## src/rtl/mem_arbiter.sv

```systemverilog
// mem_arbiter
//
// Shares the single RAM port between the CPU (fetch/load/store path) and the
// IO/display requester. The CPU normally has priority, but after CPU_BURST
// consecutive CPU wins while IO was waiting, IO takes the next slot.
// Every access takes two cycles: an ISSUE cycle that drives the RAM address,
// write data and write enable, then a RESP cycle that returns the RAM read data.
// In RESP the arbiter selects the next access, so back-to-back accesses run at
// one every two cycles.
//
// Ports
//   clk          clock; all state changes on the rising edge
//   reset        asynchronous, active-high; clears state and all outputs at once
//   cpu_req      CPU access request, held until cpu_gnt
//   cpu_we       CPU write enable, stable while cpu_req
//   cpu_addr     CPU address, stable while cpu_req
//   cpu_wdata    CPU write data, stable while cpu_req
//   io_req       IO access request, held until io_gnt
//   io_we        IO write enable
//   io_addr      IO address
//   io_wdata     IO write data
//   mem_rdata    RAM read data, valid the cycle after the address is presented
//   cpu_gnt      one-cycle grant pulse to the CPU (ISSUE cycle)
//   io_gnt       one-cycle grant pulse to IO (ISSUE cycle)
//   cpu_rvalid   one-cycle completion pulse to the CPU (RESP cycle)
//   io_rvalid    one-cycle completion pulse to IO (RESP cycle)
//   rdata        shared read data, non-zero only alongside an rvalid
//   mem_addr     RAM address, zero outside ISSUE
//   mem_wdata    RAM write data, zero outside ISSUE
//   mem_we       RAM write enable, only ever high in ISSUE
//   busy         high whenever an access is in ISSUE or RESP

module mem_arbiter #(
  parameter int WIDTH     = 16,
  parameter int ADDR_BITS = 16,
  parameter int CPU_BURST = 4,
  parameter int RUN_BITS  = 4
) (
  input  logic                 clk,
  input  logic                 reset,
  input  logic                 cpu_req,
  input  logic                 cpu_we,
  input  logic [ADDR_BITS-1:0] cpu_addr,
  input  logic [WIDTH-1:0]     cpu_wdata,
  input  logic                 io_req,
  input  logic                 io_we,
  input  logic [ADDR_BITS-1:0] io_addr,
  input  logic [WIDTH-1:0]     io_wdata,
  input  logic [WIDTH-1:0]     mem_rdata,
  output logic                 cpu_gnt,
  output logic                 io_gnt,
  output logic                 cpu_rvalid,
  output logic                 io_rvalid,
  output logic [WIDTH-1:0]     rdata,
  output logic [ADDR_BITS-1:0] mem_addr,
  output logic [WIDTH-1:0]     mem_wdata,
  output logic                 mem_we,
  output logic                 busy
);

  typedef enum logic [1:0] {
    IDLE  = 2'd0,
    ISSUE = 2'd1,
    RESP  = 2'd2
  } state_t;

  localparam logic [RUN_BITS-1:0] BURST_MAX = RUN_BITS'(CPU_BURST);

  state_t              state;
  logic                owner;     // 0 = CPU, 1 = IO
  logic [RUN_BITS-1:0] cpu_run;   // CPU wins in a row while IO was waiting

  logic                sel_any;
  logic                sel_io;
  logic [RUN_BITS-1:0] run_next;

  // Selection used whenever a new access may start (IDLE or RESP).
  // IO wins when it is the only requester, or when the CPU has already used
  // its full burst while IO waited. The run counter only grows while IO is
  // actually being held off; any IO win or absent IO request clears it.
  always_comb begin
    sel_any  = cpu_req | io_req;
    sel_io   = io_req & (~cpu_req | (cpu_run == BURST_MAX));
    run_next = '0;
    if (sel_any && !sel_io && io_req) begin
      if (cpu_run >= BURST_MAX) begin
        run_next = BURST_MAX;
      end else begin
        run_next = cpu_run + RUN_BITS'(1);
      end
    end
  end

  // Access sequencer. Grant, completion and busy flags are registered along
  // with the state, so they all clear asynchronously with reset and never
  // glitch on requester inputs.
  always_ff @(posedge clk or posedge reset) begin
    if (reset) begin
      state      <= IDLE;
      owner      <= 1'b0;
      cpu_run    <= '0;
      cpu_gnt    <= 1'b0;
      io_gnt     <= 1'b0;
      cpu_rvalid <= 1'b0;
      io_rvalid  <= 1'b0;
      busy       <= 1'b0;
    end else begin
      case (state)
        IDLE, RESP: begin
          cpu_rvalid <= 1'b0;
          io_rvalid  <= 1'b0;
          cpu_run    <= run_next;
          if (sel_any) begin
            state   <= ISSUE;
            owner   <= sel_io;
            cpu_gnt <= ~sel_io;
            io_gnt  <= sel_io;
            busy    <= 1'b1;
          end else begin
            state   <= IDLE;
            cpu_gnt <= 1'b0;
            io_gnt  <= 1'b0;
            busy    <= 1'b0;
          end
        end
        ISSUE: begin
          state      <= RESP;
          cpu_gnt    <= 1'b0;
          io_gnt     <= 1'b0;
          cpu_rvalid <= ~owner;
          io_rvalid  <= owner;
          busy       <= 1'b1;
        end
        default: begin
          state      <= IDLE;
          cpu_gnt    <= 1'b0;
          io_gnt     <= 1'b0;
          cpu_rvalid <= 1'b0;
          io_rvalid  <= 1'b0;
          busy       <= 1'b0;
        end
      endcase
    end
  end

  // RAM port is driven straight from the owner's request lines during ISSUE;
  // the grant flags double as the ISSUE/owner decode, so a reset that lands
  // mid-ISSUE drops mem_we immediately and aborts the write.
  always_comb begin
    mem_addr  = '0;
    mem_wdata = '0;
    mem_we    = 1'b0;
    if (cpu_gnt) begin
      mem_addr  = cpu_addr;
      mem_wdata = cpu_wdata;
      mem_we    = cpu_we;
    end else if (io_gnt) begin
      mem_addr  = io_addr;
      mem_wdata = io_wdata;
      mem_we    = io_we;
    end
  end

  // Read data is only passed through in RESP so the shared bus stays quiet
  // otherwise.
  always_comb begin
    rdata = '0;
    if (cpu_rvalid || io_rvalid) begin
      rdata = mem_rdata;
    end
  end

endmodule

```

## config.mk

```make
export PLATFORM = sky130hd
export DESIGN_NAME = mem_arbiter
export DESIGN_NICKNAME = d
export VERILOG_FILES = /design/src/rtl/mem_arbiter.sv
export SDC_FILE = /design/constraint.sdc
export NUM_CORES = 1
export LEC_CHECK = 0
export BUFFER_PORTS_ARGS = -buffer_cell sky130_fd_sc_hd__buf_2
export CAP_MARGIN = 10
export CORE_ASPECT_RATIO = 1.5
export CORE_UTILIZATION = 33
export CTS_BUF_LIST = sky130_fd_sc_hd__clkbuf_8 sky130_fd_sc_hd__clkbuf_16
export CTS_CLUSTER_SIZE = 10
export DETAILED_ROUTE_END_ITERATION = 10
export PLACE_DENSITY = 0.82
export SLEW_MARGIN = 0
export SYNTH_ARGS = -nofsm -noshare
export SYNTH_HDL_FRONTEND = slang
export SYNTH_SLANG_ARGS = --single-unit
```

## constraint.sdc

```tcl
create_clock -name clk -period 2 [get_ports clk]
set_clock_uncertainty 0.05 [all_clocks]
set_input_delay 0.5 -clock clk [delete_from_list [all_inputs] [get_ports clk]]
set_output_delay 0.5 -clock clk [all_outputs]
set_load 0.1 [all_outputs]
```

==> results_dict.tcl, run 1 <==
set metrics [dict create \
    cts-root-buf "clkbuf_8" \
    cts-htree-levels 1 \
    portBuffers 139 \
    die_h_um 69.7 \
    hold_buffers 0 \
    async_reset_ff_frac 1.00 \
    pin_count 140 \
    cts-resized-gates 4 \
    ys_warn_count 0 \
    initial_core_util 0.347 \
    place_hpwl_um 4910 \
    cts_buffers 3 \
    synthDistinctLibCells 25 \
    clockBufferDepth 2 \
    outcome "aborted with a tool error" \
    syn_avg_cell_area_um2 9.35 \
    error "[ERROR DPL-0033] detailed placement checks failed during check placement." \
    post-cts-setup-buffer-count 4 \
    ys_seq_area_frac 0.297 \
    gp_routability_congestion 0.715 \
    synth_edf_count 0 \
    synth_top_flop_cell "dfrtp_1" \
    synth.top_cells.by_area "dfrtp_1 (30%), a22o_1 (28%), nor2b_1 (9.9%)" \
    netlist_instances 108 \
    cts.sinks 12 \
    synth_fp_nets 196 \
    placementRows 24 \
    synth.largest_area_cell "dfrtp_1" \
    die_w_um 47.2 \
    synthesis.area_um2 1010 \
    synth-seq-cells 12 \
    lastStage "clock tree synthesis (4_1_cts)" \
    netlist.area_leader.share 0.297 \
]
cell families after synthesis:
kind of cell,count (synthesis),share of synthesized area
adders and majority gates,2,0.0248
and+or+nand+nor,37,0.228
buffers and inverters,16,0.114
AOI/OAI and AO/OA,41,0.336
DFF,12,0.297
synthesized netlist by cell type (all sizes together), types with 2 or more instances:
cell    count
o21ai       4
inv         6
nor2b      17
nor2        6
a21oi       2
ha          2
dfrtp      12
nand2b      4
a22o       32
buf        10
nand2       4
per-stage QoR:
| step | cells | instance area, um^2 | hold WS, ns | setup WS [ns] | TNS [ns] |
|---|---|---|---|---|---|
| after floorplan | 108 | 1430 | 0.315 | -0.103 | -1.14 |
| after global placement | 278 | 2720 | 0.361 | -0.268 | -8.21 |
| after detailed placement | 278 | 2720 | 0.386 | -0.291 | -8.67 |
==> inputs of run 2 (changes only) <==
==> config.mk (replaced) <==
export PLATFORM = sky130hd
export DESIGN_NAME = mem_arbiter
export DESIGN_NICKNAME = d
export VERILOG_FILES = /design/src/rtl/mem_arbiter.sv
export SDC_FILE = /design/constraint.sdc
export NUM_CORES = 1
export LEC_CHECK = 0
export BUFFER_PORTS_ARGS = -buffer_cell sky130_fd_sc_hd__buf_2
export CAP_MARGIN = 10
export CORE_AREA = 2 2 63 65
export DETAILED_ROUTE_END_ITERATION = 10
export DIE_AREA = 0 0 65 67
export PLACE_DENSITY_LB_ADDON = 0.15
export SLEW_MARGIN = 0
export SYNTH_ARGS = -nofsm -noshare
export SYNTH_HDL_FRONTEND = slang
export SYNTH_SLANG_ARGS = --single-unit
==> run 2 against run 1 <==
- the flow now finishes, with violations (setup timing)
- synthesized cell count is the same
- synthesized area unchanged
==> results_dict.tcl, run 2 <==
set metrics [dict create \
    p_per_area_nw_per_um2 773 \
    synth_top_flop_cell "dfrtp_1" \
    post-route-util 0.787 \
    cp_slowest_cell "dfrtp_4" \
    async_reset_ff_frac 1.00 \
    outcome "finished with violations" \
    dp_slack_ns 0.164 \
    vdd_ir_drop_max_v 0.000484 \
    reg_top3 "cpu_run (4), state (2)" \
    grt_first_pass_wirelength_um 7100 \
    final_common_cell "buf_2" \
    drt_iter0_drc 79 \
    layout_common_cells "buf_2 (95), buf_12 (45), a22o_4 (32), nor2b_4 (11), dfrtp_1 (8)" \
    seqCellArea_um2 315 \
    clockBufferDepth 2 \
    slew-limit-headroom 0.665 \
    viasPerCell 4.79 \
    synth.top_cells.by_area "dfrtp_1 (30%), a22o_1 (28%), nor2b_1 (9.9%)" \
    clk_pin_slew_worst_paths_ns 0.05 \
    cts-htree-levels 1 \
    worstHoldPathType "in -> async" \
    nets 336 \
    regMostFlops "cpu_run" \
    final_max_slew_viol_count 0 \
    place_hpwl_um 4220 \
    cp.required_ns 1.45 \
    synthTopCellsByCount "a22o_1 (32), nor2b_1 (16), dfrtp_1 (12), inv_1 (6)" \
    reg2reg_from "cpu_run[0]" \
    drive_above_1_share 0.826 \
    violations "setup timing" \
    worstMarginPinSlew_ns 0.506 \
    finalCritPeriodShare 1.01 \
    synthesis.area_um2 1010 \
    timing.rr.end "cpu_run[2]" \
    coreArea_um2 3610 \
    cts.sinks 12 \
    synth_fp_nets 196 \
    dieArea_um2 4360 \
    r2r_slack_ns 0.74 \
    hold_viol 0 \
    drv_cap 0 \
    die_h_um 67 \
    drtPass1Iterations 4 \
    wire_per_inst_um 16.6 \
    critPathArrivalTime_ns 1.46 \
    fmax_ghz 0.497 \
    portBuffers 139 \
    grt_remaining_overflow 0 \
    period_needed_ns 2.01 \
    layout_setup_ws_ns -0.0133 \
    gp_routability_congestion 0.746 \
    area_delta_synth_final_pct 181 \
    netlist_instances 108 \
    placementRows 22 \
    pin_count 140 \
    syn_avg_cell_area_um2 9.35 \
    post-synth-top-count-cell "a22o_1" \
    cts-root-buf "clkbuf_8" \
    synth.largest_area_cell "dfrtp_1" \
    num_vias 1414 \
    insertion_delay_ns 0.24 \
    initial_core_util 0.280 \
    crit_buf_inv 2 \
    ff2ff_path_depth 4 \
    n_antenna_cell 0 \
    timing.setup.critical_path_class "reg -> out" \
    ys_seq_area_frac 0.297 \
    critical_path.top_delay_family "flip-flops" \
    ys_warn_count 0 \
    fillerInstances 212 \
    die_w_um 65 \
    globalRouteTotalUtil 0.216 \
    synthDistinctLibCells 25 \
    grt_max_degree 36 \
    critPathLaunch "cpu_gnt" \
    largest_register_ffs 4 \
    hold_buffers 0 \
    slowest_delay_ns 0.50 \
    leakage_nw 1.44 \
    grt_pass1_vias 1461 \
    crit_path_max_fanout 5 \
    crit_chain "nor2b_4, buf_4, a22o_4, buf_12" \
    netlist.area_leader.share 0.297 \
    grt_antenna_before_repair 0 \
    end_kind "output pin" \
    tns_ns -0.0353 \
    wl_um 4900 \
    setup_violations 6 \
    post-route-drc-count 0 \
    synth_edf_count 0 \
    synth-seq-cells 12 \
    final_antenna_net_count 0 \
    cts_tree "built" \
    grt_setup_unrepaired "yes" \
    critPathLaunchType "flop" \
    multi_input_area_um2 981 \
    cts_buffers 3 \
]
## run 2: cell counts after synthesis
No cell type changed its count.
## run 2: cell families (layout without fill, tap and decap cells)
family / Yosys count / count (layout) / share of synthesized area
AO/OA/AOI/OAI: 41 / 41 / 0.336
AND/OR/NAND/NOR: 37 / 37 / 0.228
buffers and inverters: 16 / 155 / 0.114
flip-flops: 12 / 12 / 0.297
adder cells (fa/ha/maj): 2 / 2 / 0.0248
## run 2: final cells by class
type                       count  share of cell area
multi-input combinational     80               0.346
inverter                       6             0.00794
clock buffer                   4              0.0159
tap                           48              0.0212
timing repair buffer         145               0.498
sequential                    12               0.111
## run 2: worst max path at each step
stage / slack (ns) / end / cells after the start
2_1_floorplan: -0.10 / rdata[0] / 2
3_3_place_gp: 0.20 / mem_wdata[8] / 4
3_5_place_dp: 0.16 / mem_addr[10] / 4
4_1_cts: -0.03 / mem_addr[10] / 4
5_1_grt: -0.07 / mem_addr[10] / 4
6_report: -0.01 / mem_addr[10] / 4
## run 2: timing repair
item,in CTS,in global routing
resized for setup,0,4
endpoints found under the setup margin,29,35
setup buffers,1,0
## run 2: where the power goes
part           internal [mW]  total (mW)  switching [mW]
Combinational          0.577        1.67            1.09
Clock                  0.140       0.224          0.0843
Sequential             0.273       0.296          0.0231
Total                  0.991        2.19            1.20
## run 2: stage by stage
step / instance area (um^2) / std cells / power [mW] / hold WS, ns
floorplan: 1430 / 108 / 1.44 / 0.315
global placement: 2780 / 290 / 1.95 / 0.368
detailed placement: 2780 / 290 / 1.98 / 0.367
CTS: 2830 / 295 / 2.20 / 0.216
global route: 2840 / 295 / 2.26 / 0.248
finish: 2840 / 295 / 2.19 / 0.197
## run 2: metal layers
layer  track usage  part of all wire  up-vias  wire length, um
met1         0.203              0.32      649             1560
met4         0.106             0.031        0              152
met2         0.421              0.56       79             2740
li1              -                 -      671                -
met3        0.0642             0.089       15              438
met5             0                 0        -                0
Note: power is estimated with default switching activity, not from simulation.
